File: config.mk
export PLATFORM = sky130hd
export DESIGN_NAME = ccu_snoop_initiator
export DESIGN_NICKNAME = d
export VERILOG_FILES = /design/src/rtl/ccu_snoop_initiator.sv
export SDC_FILE = /design/constraint.sdc
export NUM_CORES = 1
export LEC_CHECK = 0
export CORE_MARGIN = 2
export CORE_UTILIZATION = 40
export CTS_BUF_LIST = sky130_fd_sc_hd__clkbuf_8
export CTS_CLUSTER_DIAMETER = 60
export CTS_CLUSTER_SIZE = 40
export DETAILED_ROUTE_END_ITERATION = 8
export PLACE_DENSITY = 0.86
export RECOVER_POWER = 25
export SLEW_MARGIN = 20
export SYNTH_ARGS = -nofsm -noshare
export SYNTH_HDL_FRONTEND = slang
export SYNTH_SLANG_ARGS = --single-unit
File: constraint.sdc
create_clock -name clk_i -period 1.76 [get_ports clk_i]
set_clock_uncertainty 0.15 [all_clocks]
set_input_delay 0.352 -clock clk_i [delete_from_list [all_inputs] [get_ports clk_i]]
set_output_delay 0.352 -clock clk_i [all_outputs]
set_load 0.005 [all_outputs]
File: src/rtl/ccu_snoop_initiator.sv
// ACE snoop initiator: issues one AC snoop, collects CR and two CD beats, and returns one
// result per command. It also flags protocol faults and slow responders.

package snoop_pkg;
  typedef logic [3:0] acsnoop_t;

  localparam acsnoop_t READ_ONCE     = 4'b0000;
  localparam acsnoop_t READ_SHARED   = 4'b0001;
  localparam acsnoop_t READ_UNIQUE   = 4'b0111;
  localparam acsnoop_t CLEAN_INVALID = 4'b1001;

  typedef struct packed {
    logic wasUnique;
    logic isShared;
    logic passDirty;
    logic error;
    logic dataTransfer;
  } crresp_t;
endpackage

package ariane_ace;
  typedef struct packed {
    logic [63:0]         addr;
    snoop_pkg::acsnoop_t snoop;
    logic [2:0]          prot;
  } ac_chan_t;

  typedef struct packed {
    logic [63:0] data;
    logic        last;
  } cd_chan_t;

  typedef struct packed {
    logic     ac_valid;
    ac_chan_t ac;
    logic     cr_ready;
    logic     cd_ready;
  } snoop_req_t;

  typedef struct packed {
    logic               ac_ready;
    logic               cr_valid;
    snoop_pkg::crresp_t cr_resp;
    logic               cd_valid;
    cd_chan_t           cd;
  } snoop_resp_t;
endpackage

module ccu_snoop_initiator #(
  parameter int unsigned TimeoutCycles = 1024
) (
  input  logic                   clk_i,
  input  logic                   rst_ni,
  input  logic                   req_valid_i,
  output logic                   req_ready_o,
  input  logic [63:0]            req_addr_i,
  input  snoop_pkg::acsnoop_t    req_snoop_i,
  output ariane_ace::snoop_req_t snoop_port_o,
  input  ariane_ace::snoop_resp_t snoop_port_i,
  output logic                   resp_valid_o,
  input  logic                   resp_ready_i,
  output snoop_pkg::crresp_t     resp_cr_o,
  output logic [127:0]           resp_data_o,
  output logic                   resp_error_o,
  output logic                   timeout_o,
  output logic                   busy_o
);
  import snoop_pkg::*;

  localparam int unsigned CntW = $clog2(TimeoutCycles + 1);
  localparam logic [CntW-1:0] CntMax = CntW'(TimeoutCycles);

  localparam logic [2:0] StIdle     = 3'd0;
  localparam logic [2:0] StSendAc   = 3'd1;
  localparam logic [2:0] StWaitCr   = 3'd2;
  localparam logic [2:0] StRecvCd   = 3'd3;
  localparam logic [2:0] StSendResp = 3'd4;

  logic [2:0]      r_state,   w_state_nxt;
  logic [63:0]     r_addr,    w_addr_nxt;
  acsnoop_t        r_snoop,   w_snoop_nxt;
  crresp_t         r_cr,      w_cr_nxt;
  logic [127:0]    r_data,    w_data_nxt;
  logic            r_error,   w_error_nxt;
  logic            r_beat,    w_beat_nxt;
  logic [CntW-1:0] r_cnt,     w_cnt_nxt;
  logic            r_timeout, w_timeout_nxt;

  logic w_legal;
  logic w_in_wait;

  assign w_legal   = req_snoop_i inside {CLEAN_INVALID, READ_SHARED, READ_ONCE, READ_UNIQUE};
  assign w_in_wait = (r_state == StWaitCr) || (r_state == StRecvCd);

  always_comb begin
    w_state_nxt   = r_state;
    w_addr_nxt    = r_addr;
    w_snoop_nxt   = r_snoop;
    w_cr_nxt      = r_cr;
    w_data_nxt    = r_data;
    w_error_nxt   = r_error;
    w_beat_nxt    = r_beat;
    w_cnt_nxt     = r_cnt;
    w_timeout_nxt = r_timeout;

    // Saturating wait counter; the snoop is never aborted, only flagged.
    if (w_in_wait) begin
      if (r_cnt != CntMax) w_cnt_nxt = r_cnt + 1'b1;
      if (w_cnt_nxt == CntMax) w_timeout_nxt = 1'b1;
    end

    unique case (r_state)
      StIdle: begin
        if (req_valid_i) begin
          w_addr_nxt    = req_addr_i & ~64'hF;
          w_snoop_nxt   = req_snoop_i;
          w_cr_nxt      = '0;
          w_data_nxt    = '0;
          w_beat_nxt    = 1'b0;
          w_cnt_nxt     = '0;
          w_timeout_nxt = 1'b0;
          w_error_nxt   = ~w_legal;
          w_state_nxt   = w_legal ? StSendAc : StSendResp;
        end
      end
      StSendAc: begin
        if (snoop_port_i.ac_ready) w_state_nxt = StWaitCr;
      end
      StWaitCr: begin
        if (snoop_port_i.cr_valid) begin
          w_cr_nxt = snoop_port_i.cr_resp;
          if (snoop_port_i.cr_resp.error) w_error_nxt = 1'b1;
          w_state_nxt = snoop_port_i.cr_resp.dataTransfer ? StRecvCd : StSendResp;
        end
      end
      StRecvCd: begin
        if (snoop_port_i.cd_valid) begin
          if (!r_beat) begin
            w_data_nxt[63:0] = snoop_port_i.cd.data;
            if (snoop_port_i.cd.last) w_error_nxt = 1'b1;
            w_beat_nxt = 1'b1;
          end else begin
            w_data_nxt[127:64] = snoop_port_i.cd.data;
            if (!snoop_port_i.cd.last) w_error_nxt = 1'b1;
            w_state_nxt = StSendResp;
          end
        end
      end
      StSendResp: begin
        if (resp_ready_i) w_state_nxt = StIdle;
      end
      default: w_state_nxt = StIdle;
    endcase
  end

  always_ff @(posedge clk_i or negedge rst_ni) begin
    if (!rst_ni) begin
      r_state   <= StIdle;
      r_addr    <= '0;
      r_snoop   <= '0;
      r_cr      <= '0;
      r_data    <= '0;
      r_error   <= 1'b0;
      r_beat    <= 1'b0;
      r_cnt     <= '0;
      r_timeout <= 1'b0;
    end else begin
      r_state   <= w_state_nxt;
      r_addr    <= w_addr_nxt;
      r_snoop   <= w_snoop_nxt;
      r_cr      <= w_cr_nxt;
      r_data    <= w_data_nxt;
      r_error   <= w_error_nxt;
      r_beat    <= w_beat_nxt;
      r_cnt     <= w_cnt_nxt;
      r_timeout <= w_timeout_nxt;
    end
  end

  always_comb begin
    snoop_port_o          = '0;
    snoop_port_o.ac_valid = (r_state == StSendAc);
    snoop_port_o.ac.addr  = r_addr;
    snoop_port_o.ac.snoop = r_snoop;
    snoop_port_o.ac.prot  = 3'b000;
    snoop_port_o.cr_ready = (r_state == StWaitCr);
    snoop_port_o.cd_ready = (r_state == StRecvCd);
  end

  assign req_ready_o  = (r_state == StIdle);
  assign busy_o       = (r_state != StIdle);
  assign resp_valid_o = (r_state == StSendResp);
  assign resp_cr_o    = r_cr;
  assign resp_data_o  = r_data;
  assign resp_error_o = r_error;
  assign timeout_o    = r_timeout;

endmodule

==> flow_summary.json <==
{
  "die_h_um": 152.0,
  "yosys_warnings": 0,
  "clockBufferDepth": 3,
  "drt_iter0_markers": 550,
  "overflow": 0,
  "yosysUniqueCellTypes": 51,
  "hold_path_class": "primary input to register",
  "synth.area.top_cells": "dfrtp_1 61%, mux2_2 7.7%, a22o_1 7.0%",
  "regArea_um2": 5359,
  "grt_pass1_wl_um": 46640,
  "antenna_found_initial": 1,
  "multi_input_area_um2": 3019,
  "min_period_ps": 2134,
  "setup_violations": 220,
  "fp.dieArea_um2": 23120,
  "avgSynthCellArea_um2": 12.18,
  "cap_violations": 0,
  "die_w_um": 152.0,
  "ys_async_sr_fraction": 1.000,
  "relSlewSlack": 0.09031,
  "yosysTopAreaCell": "dfrtp_1",
  "worst_pin_slew_ps": 1365,
  "required_ps": 2050,
  "place_hpwl_um": 18650,
  "routed_via_density": 5.284,
  "ys_ff_latch": 214,
  "outcome": "finished, violations left",
  "io_pins": 357,
  "clkSinkCount": 214,
  "critical_path.max_fanout": 16,
  "std_cell_rows": 54,
  "area_growth_pct": 70.94,
  "layout.nets": 1413,
  "fin_crit_sh": 1.213,
  "layout-drive-gt1-share": 0.3078,
  "maxSlewViolCount": 0,
  "synth-main-ff-cell": "dfrtp_1",
  "synth.top_cell.area_share": 0.6108,
  "crit_family": "buffers and inverters",
  "ir_drop_mv": 1.010,
  "routed_wl_um": 33210,
  "critPathLaunchType": "register",
  "start_util": 0.4042,
  "wire_per_inst_um": 21.31,
  "crit_slowest_cell": "dfrtp_2",
  "seq_area_frac_synth": 0.6108,
  "critPathMaxStageDelay_ps": 460,
  "grt_pass1_vias": 8253,
  "violations": "negative setup slack",
  "worst_slack_ps": -374.2,
  "global_route.usage.total": 0.2525,
  "syn_area_um2": 8767,
  "crit_buf_inv": 4,
  "cts-root-buf": "clkbuf_8",
  "holdWs_ps": 188.2,
  "core_area_um2": 21690,
  "rsz0062_at_grt": "true",
  "power_density_nw_per_um2": 1190,
  "drc_errors": 0,
  "ant_nets": 0,
  "synth_most_common_cell": "dfrtp_1",
  "p_leak_uw": 0.007138,
  "grt_max_degree": 51,
  "hold_violations": 0,
  "portBuffers": 345,
  "crit_chain": "buf_6 -> buf_6 -> nor4b_4 -> buf_4 -> a41o_4 -> buf_12 -> nand3_1 -> o21ai_1",
  "clk_pin_slew_worst_paths_ps": 170,
  "fin_util": 0.6910,
  "dr.pass1.iters": 5,
  "worstSetupPathType": "register to register",
  "critPathCaptureType": "register",
  "synth-edff-count": 0,
  "timing.fmax_mhz": 468.6,
  "finalWeightedCongestion": 0.8312,
  "vias": 8232,
  "finalSetupTns_ps": -56580,
  "ys_top_cells_by_count": "214 x dfrtp_1, 75 x inv_1, 71 x nand3_1",
  "num-fill-cells": 1411,
  "cts_tree": "yes",
  "cts_buffers": 17,
  "clk_latency_ps": 530,
  "syn_inst": 720,
  "critPathArrivalTime_ps": 2430,
  "crit_top_cell": "buf_6",
  "r2r_setup_slack_ps": -370,
  "htree_num_levels": 1
}
## report_power, final
| group | internal, µW | switching (µW) | leakage, µW |
|---|---|---|---|
| Sequential | 5840 | 568 | 0.00283 |
| Clock | 1090 | 2000 | 0.000197 |
| Combinational | 4850 | 3480 | 0.00411 |
| Total | 11800 | 6050 | 0.00714 |
## metrics by stage
step,power (µW),cell area (µm²),cells,setup WS [ps]
after floorplan,9274,8853,726,-6.963
after global placement,12590,12890,1364,-396.3
after detailed placement,12780,12890,1364,-479.2
after CTS,16690,14150,1483,-404.4
after global routing,18700,14990,1558,-442.7
final,17840,14990,1558,-374.2
## layer usage
| layer | GRT usage | vias to the layer above | wire length [µm] |
|---|---|---|---|
| li1 | - | 3631 | - |
| met1 | 0.2956 | 4073 | 12180 |
| met2 | 0.4569 | 451 | 17140 |
| met3 | 0.06446 | 77 | 2754 |
| met4 | 0.07477 | 0 | 1130 |
| met5 | 0 | - | 0 |
## cell type report
type,instances,area share
repair buffers,577,0.3719
flip-flops and latches,214,0.3576
multi-input cells,381,0.2015
well taps,280,0.02338
inverters,75,0.01895
clock buffers,17,0.01561
clock inverters,13,0.01094
diodes,1,0.0001670
## placed cells by master, fill, tap and decap left out, types with 4 or more instances in the layout
master,synthesis,final
or3_1,4,4
buf_12,0,14
xor2_1,6,6
dlygate4sd2_1,0,57
buf_16,0,5
clkdlybuf4s50_1,0,139
buf_2,17,4
nand2_1,12,12
clkbuf_2,0,29
a22o_1,70,70
buf_4,16,170
a31oi_1,7,6
nand3_1,71,69
mux2_4,0,32
conb_1,1,7
mux2_2,60,33
dfrtp_1,214,211
a21oi_1,7,7
clkdlybuf4s15_1,0,112
inv_1,75,73
clkbuf_16,0,9
o21ai_0,6,6
clkbuf_8,0,17
nor2_1,12,10
o21ai_1,64,63
clkinv_8,0,4
buf_6,16,32
## tightest hold or removal path: stages
cell and delay [ps]:
clkdlybuf4s50_1 420, nand3_1 70, o21ai_1 60
## state kept, by name, summed over array words and instances (netlist names)
register	flops
resp_data_o	128
r_state	3
r_addr	60
r_beat	1
r_snoop	4
timeout_o	1
r_cnt	11
resp_error_o	1
resp_cr_o	5
## path summary, 6_finish.rpt
path                                          to  cells after the start        startpoint
worst max-delay path             resp_data_o[16]                      8        r_state[2]
worst max register to register   resp_data_o[16]                      8        r_state[2]
worst min-delay path             resp_data_o[19]                      3  snoop_port_i[20]
max in group asynchronous       resp_data_o[123]                      3            rst_ni
worst min register to register        r_addr[26]                      1        r_addr[26]
min in group asynchronous       resp_data_o[113]                      2            rst_ni
## logic make-up (layout without fill, tap and decap cells)
| group | after synthesis | count (layout) | synth area share |
|---|---|---|---|
| compound gates | 170 | 172 | 0.1354 |
| simple gates | 125 | 126 | 0.07749 |
| buf+inv | 134 | 682 | 0.08035 |
| other cells | 1 | 8 | 0.0004277 |
| mux | 66 | 66 | 0.08463 |
| flops | 214 | 214 | 0.6108 |
| xor+xnor | 8 | 8 | 0.007992 |
| fa+ha+maj | 2 | 2 | 0.002854 |
## timing repair
action	CTS	global route
cloned	9	13
hold endpoints to repair	214	0
setup buffers	79	67
pin swaps	19	40
hold buffers	1	0
resized for setup	336	161
setup endpoints to repair	406	335
Note: power is estimated with default switching activity, not from simulation.
